### src/rtl/channel_broadcast.sv
// channel_broadcast: expands one value per channel into FRAME_LEN repeated beats per channel
// Ports:
//    clk        rising-edge clock
//    rst        asynchronous active-high reset
//    start      begin a frame (sampled in IDLE only)
//    data_in    per-channel signed value, with valid_in / ready_in handshake
//    data_out   broadcast sample (optionally arithmetic-shifted), with valid_out / ready_out handshake
//    busy       high while loading or emitting
//    done       one-cycle pulse after the last beat of a frame
module channel_broadcast #(
   parameter int DATA_WIDTH  = 16,
   parameter int CHANNELS    = 16,
   parameter int FRAME_LEN   = 4,
   parameter int SCALE_SHIFT = 0
) (
   input  logic                  clk,
   input  logic                  rst,
   input  logic                  start,
   input  logic [DATA_WIDTH-1:0] data_in,
   input  logic                  valid_in,
   output logic                  ready_in,
   output logic [DATA_WIDTH-1:0] data_out,
   output logic                  valid_out,
   input  logic                  ready_out,
   output logic                  busy,
   output logic                  done
);
   localparam int CW = CHANNELS > 1 ? $clog2(CHANNELS) : 1;
   localparam int PW = FRAME_LEN > 1 ? $clog2(FRAME_LEN) : 1;
   localparam logic [CW-1:0] CH_LAST = CW'(CHANNELS - 1);
   localparam logic [PW-1:0] POS_LAST = PW'(FRAME_LEN - 1);
   typedef enum logic [1:0] {IDLE, LOAD, EMIT, DONE} state_t;
   state_t                        state_q;
   logic [CW-1:0]                 ld_cnt_q;
   logic [CW-1:0]                 ch_cnt_q;
   logic [PW-1:0]                 pos_cnt_q;
   logic signed [DATA_WIDTH-1:0]  buf_q [CHANNELS];
   logic                          ld_last;
   logic                          ch_last;
   logic                          pos_last;
   assign ld_last  = ld_cnt_q == CH_LAST;
   assign ch_last  = ch_cnt_q == CH_LAST;
   assign pos_last = pos_cnt_q == POS_LAST;
   // Outputs are pure decodes of state and buffer registers; ready_out never reaches an output.
   assign ready_in  = state_q == LOAD;
   assign valid_out = state_q == EMIT;
   assign busy      = ready_in | valid_out;
   assign done      = state_q == DONE;
   assign data_out  = valid_out ? DATA_WIDTH'(buf_q[ch_cnt_q] >>> SCALE_SHIFT) : '0;
   always_ff @(posedge clk or posedge rst) begin
      if (rst) begin
         state_q   <= IDLE;
         ld_cnt_q  <= '0;
         ch_cnt_q  <= '0;
         pos_cnt_q <= '0;
         for (int i = 0; i < CHANNELS; i++) buf_q[i] <= '0;
      end else begin
         case (state_q)
            IDLE: if (start) begin
               state_q   <= LOAD;
               ld_cnt_q  <= '0;
               ch_cnt_q  <= '0;
               pos_cnt_q <= '0;
            end
            LOAD: if (valid_in) begin
               buf_q[ld_cnt_q] <= data_in;
               // Counters wrap to 0 so they never index past the buffer for non-power-of-2 sizes.
               ld_cnt_q        <= ld_last ? '0 : ld_cnt_q + 1'b1;
               if (ld_last) state_q <= EMIT;
            end
            EMIT: if (ready_out) begin
               pos_cnt_q <= pos_last ? '0 : pos_cnt_q + 1'b1;
               if (pos_last) ch_cnt_q <= ch_last ? '0 : ch_cnt_q + 1'b1;
               if (pos_last && ch_last) state_q <= DONE;
            end
            default: state_q <= IDLE;
         endcase
      end
   end
endmodule

### config.mk
export PLATFORM = sky130hd
export DESIGN_NAME = channel_broadcast
export DESIGN_NICKNAME = d
export VERILOG_FILES = /design/src/rtl/channel_broadcast.sv
export SDC_FILE = /design/constraint.sdc
export NUM_CORES = 1
export LEC_CHECK = 0
export BUFFER_PORTS_ARGS = -buffer_cell sky130_fd_sc_hd__clkbuf_2
export CAP_MARGIN = 20
export CORE_ASPECT_RATIO = 1.2
export CORE_MARGIN = 5
export CORE_UTILIZATION = 48
export CTS_CLUSTER_DIAMETER = 60
export CTS_CLUSTER_SIZE = 20
export DETAILED_ROUTE_END_ITERATION = 12
export SYNTH_ARGS = -nofsm -noshare
export SYNTH_HDL_FRONTEND = slang
export SYNTH_SLANG_ARGS = --single-unit
### constraint.sdc
create_clock -name clk -period 16.3 [get_ports clk]
set_input_delay 2.445 -clock clk [delete_from_list [all_inputs] [get_ports clk]]
set_output_delay 2.445 -clock clk [all_outputs]
set_load 0.03 [all_outputs]
==> impl_metrics.py <==
metrics = {
    "run_status": {
        "outcome": "finished clean",
    },
    "detailed_routing": {
        "wirelength_mm": 29.0,
        "wl_per_cell_um": 24.1,
        "vias_per_cell": 6.02,
        "drc": 0,
        "num_vias": 7250,
        "dr.pass1.iters": 4,
        "detail-route-antenna-nets": 0,
        "drt_iter0_markers": 410,
    },
    "die": {
        "die-width_um": 157,
        "die-area_um2": 29400,
        "core.rowCount": 64,
        "core-area_um2": 25600,
        "io_pins": 41,
        "fp.dieH_um": 187,
        "initial_utilization": 0.488,
    },
    "synthesis": {
        "synth_cells": 850,
        "synth_area_leader_cell": "dfrtp_1",
        "syn_area_per_cell_um2": 14.7,
        "netlist-cell-type-count": 43,
        "netlist_top_cells_area": "dfrtp_1, mux2_2, mux4_2",
        "synth_nets": 882,
        "syn_area_um2": 12500,
        "synth-seq-area-share": 0.537,
        "yosys.area.top_type_share": 0.537,
        "ys_warn_count": 0,
        "synth_seq_cells": 268,
    },
    "global_routing": {
        "grt_max_degree": 108,
        "grt_util_all_layers": 0.202,
        "grt-ovfl-total": 0,
        "first_global_vias": 7952,
        "grt_pass1_wl_mm": 46.2,
        "antenna_found_initial": 1,
    },
    "setup_path": {
        "r2r-start": "state_q[1]$_DFFE_PP0P_",
        "reg2reg_depth": 7,
        "slowest_delay_ps": 950,
        "setup.worst_path.end": "data_out[2]",
        "start_kind": "flop",
        "criticalPathCategory": "reg2out",
        "crit_fanout": 46,
        "cp_slowest_cell": "dfrtp_4",
        "worstPathRequired_ps": 13860,
        "critPathMostFrequentCell": "a22oi_1",
        "worstReg2RegEnd": "buf_q[163]$_DFFE_PP0P_",
        "worst_setup_path_end_kind": "primary output",
        "r2r_slack_ps": 13650,
        "cp.arrival_ps": 3470,
        "critPathLaunch": "ch_cnt_q[0]$_DFFE_PP0P_",
        "worstPathCellList": "buf_4, mux2i_1, a22oi_1, a22oi_1, o211ai_1, clkbuf_2",
    },
    "clock_tree": {
        "root_buffer": "clkbuf_16",
        "insertion_delay_ps": 510,
        "cts_resized": 0,
        "numCtsBuffers": 20,
        "cts_tree": "built",
        "htree_levels": 1,
        "clkTransAtPathRegs_ps": 80,
        "cts_buffer_depth": 3,
        "cts.sinks": 268,
        "cts_hold_buf": 0,
        "postCtsSetupBuffers": 0,
    },
    "cells_and_area": {
        "diodes": 0,
        "postLayoutCellArea_um2": 13600,
        "syn_to_final_growth_pct": 9.03,
        "finalNetCount": 896,
        "final.fill_count": 2136,
        "multi_input_area_um2": 5490,
        "post_route_cells_drive_above_1_share": 0.465,
        "ff_latch_area_um2": 6710,
        "final_core_util": 0.532,
    },
    "flow_run": {
        "drv_cap": 0,
    },
    "hold_path": {
        "worstHoldPathType": "reg2reg",
    },
    "sta": {
        "relSlewSlack": 0.336,
        "tightestPinTransition_ps": 997,
        "layout_worst_path_cycle_share": 0.363,
        "clock_skew_ps": 11.3,
        "setup-tns-final_ps": 0,
        "setup_violations": 0,
        "hold_viol_final": 0,
        "fin_ws_ps": 10390,
        "drv_slew": 0,
        "min_period_ps": 5910,
        "max_freq_mhz": 169,
        "rsz0062_at_grt": "false",
    },
    "power_and_ir_drop": {
        "powerDensity_nw_per_um2": 137,
        "total_power_w": 0.00187,
        "ir_drop_mv": 0.0900,
        "power_leakage_nw": 6.44,
    },
    "placement": {
        "place_area_um2": 13000,
        "hpwlAfterDp_mm": 17.1,
        "pre_cts_ws_ps": 10850,
        "io_buffers": 40,
        "gp_congestion": 0.765,
    },
}
## per-layer routing
metal | vias up | wire length, um | global-route usage | part of all wire
li1 | 3185 | - | - | -
met1 | 3907 | 12200 | 0.266 | 0.42
met2 | 112 | 15200 | 0.357 | 0.52
met3 | 44 | 987 | 0.0269 | 0.034
met4 | 2 | 595 | 0.0420 | 0.021
met5 | - | 20 | 0 | 0.00069
## cell type report
| class | count | share of cell area |
|---|---|---|
| clock buffers | 24 | 0.0409 |
| clock inverters | 8 | 0.00643 |
| inverters | 9 | 0.00303 |
| multi-input cells | 511 | 0.403 |
| flip-flops and latches | 268 | 0.493 |
| well taps | 330 | 0.0303 |
| repair buffers | 54 | 0.0239 |
## power by group
group / switching [W] / internal [W] / total, W
Clock: 0.000246 / 0.000251 / 0.000498
Sequential: 0.0000843 / 0.000786 / 0.000870
Combinational: 0.000251 / 0.000250 / 0.000501
Total: 0.000581 / 0.00129 / 0.00187
## worst min-delay path by stage
stage / end / start / slack, ps / cells past startpoint
after floorplan: buf_q[29]$_DFFE_PP0P_ / buf_q[29]$_DFFE_PP0P_ / 470 / 1
after global placement: buf_q[211]$_DFFE_PP0P_ / buf_q[211]$_DFFE_PP0P_ / 480 / 1
after detailed placement: buf_q[80]$_DFFE_PP0P_ / buf_q[80]$_DFFE_PP0P_ / 490 / 1
after CTS: buf_q[217]$_DFFE_PP0P_ / buf_q[217]$_DFFE_PP0P_ / 510 / 1
after global routing: buf_q[204]$_DFFE_PP0P_ / buf_q[204]$_DFFE_PP0P_ / 520 / 1
final: buf_q[83]$_DFFE_PP0P_ / buf_q[83]$_DFFE_PP0P_ / 500 / 1
## layout by cell type (no fill, tap or decap), drive strengths merged, types with 6 or more instances in the layout
master and count:
a22oi 25, o211ai 9, o22ai 6, buf 14
clkbuf 64, mux4 45, ha 11, nand2 23
nor2 12, mux2 258, nand3 23, o21ai 11
inv 12, dfrtp 268, mux2i 52
## Yosys cell counts (all sizes together)
| cell | count |
|---|---|
| and2 | 2 |
| nor2 | 12 |
| o211ai | 9 |
| or3b | 1 |
| nor2b | 5 |
| nand3 | 23 |
| a22o | 2 |
| a21boi | 1 |
| clkbuf | 30 |
| and3 | 2 |
| a31oi | 1 |
| a211oi | 2 |
| o221ai | 1 |
| nand4 | 1 |
| a21o | 1 |
| a21oi | 3 |
| a22oi | 25 |
| ha | 11 |
| mux4 | 45 |
| nand2b | 2 |
| o21ai | 11 |
| xnor2 | 2 |
| mux2i | 52 |
| buf | 32 |
| inv | 9 |
| and2b | 1 |
| o31ai | 2 |
| mux2 | 258 |
| nand2 | 23 |
| dfrtp | 268 |
| or3 | 1 |
| nor3 | 4 |
| o22ai | 6 |
| a221oi | 2 |
## kinds of logic after synthesis
family	count (synthesis)	synth area share
multiplexers	355	0.355
XOR/XNOR	2	0.00140
adder cells (fa/ha/maj)	11	0.0110
buffers and inverters	71	0.0257
AND/OR/NAND/NOR	77	0.0331
AO/OA/AOI/OAI	66	0.0367
flip-flops	268	0.537
## worst max-delay path: cells and delay by family, from the launching register on
family                 cells  cell delay [ps]
muxes                      1              160
DFF                        1              950
AOI/OAI and AO/OA          3              700
buffers and inverters      2             1100
## registers in the layout, summed over array words and instances, names as in the netlist
name and count:
buf_q 256, state_q 2, ch_cnt_q 4, pos_cnt_q 2, ld_cnt_q 4
## through the flow
stage / cells / hold WS, ps
after global placement: 1171 / 482
after floorplan: 850 / 474
after detailed placement: 1171 / 488
after global routing: 1204 / 520
final: 1204 / 502
after CTS: 1203 / 506
Power figures use the tool's default switching activity.
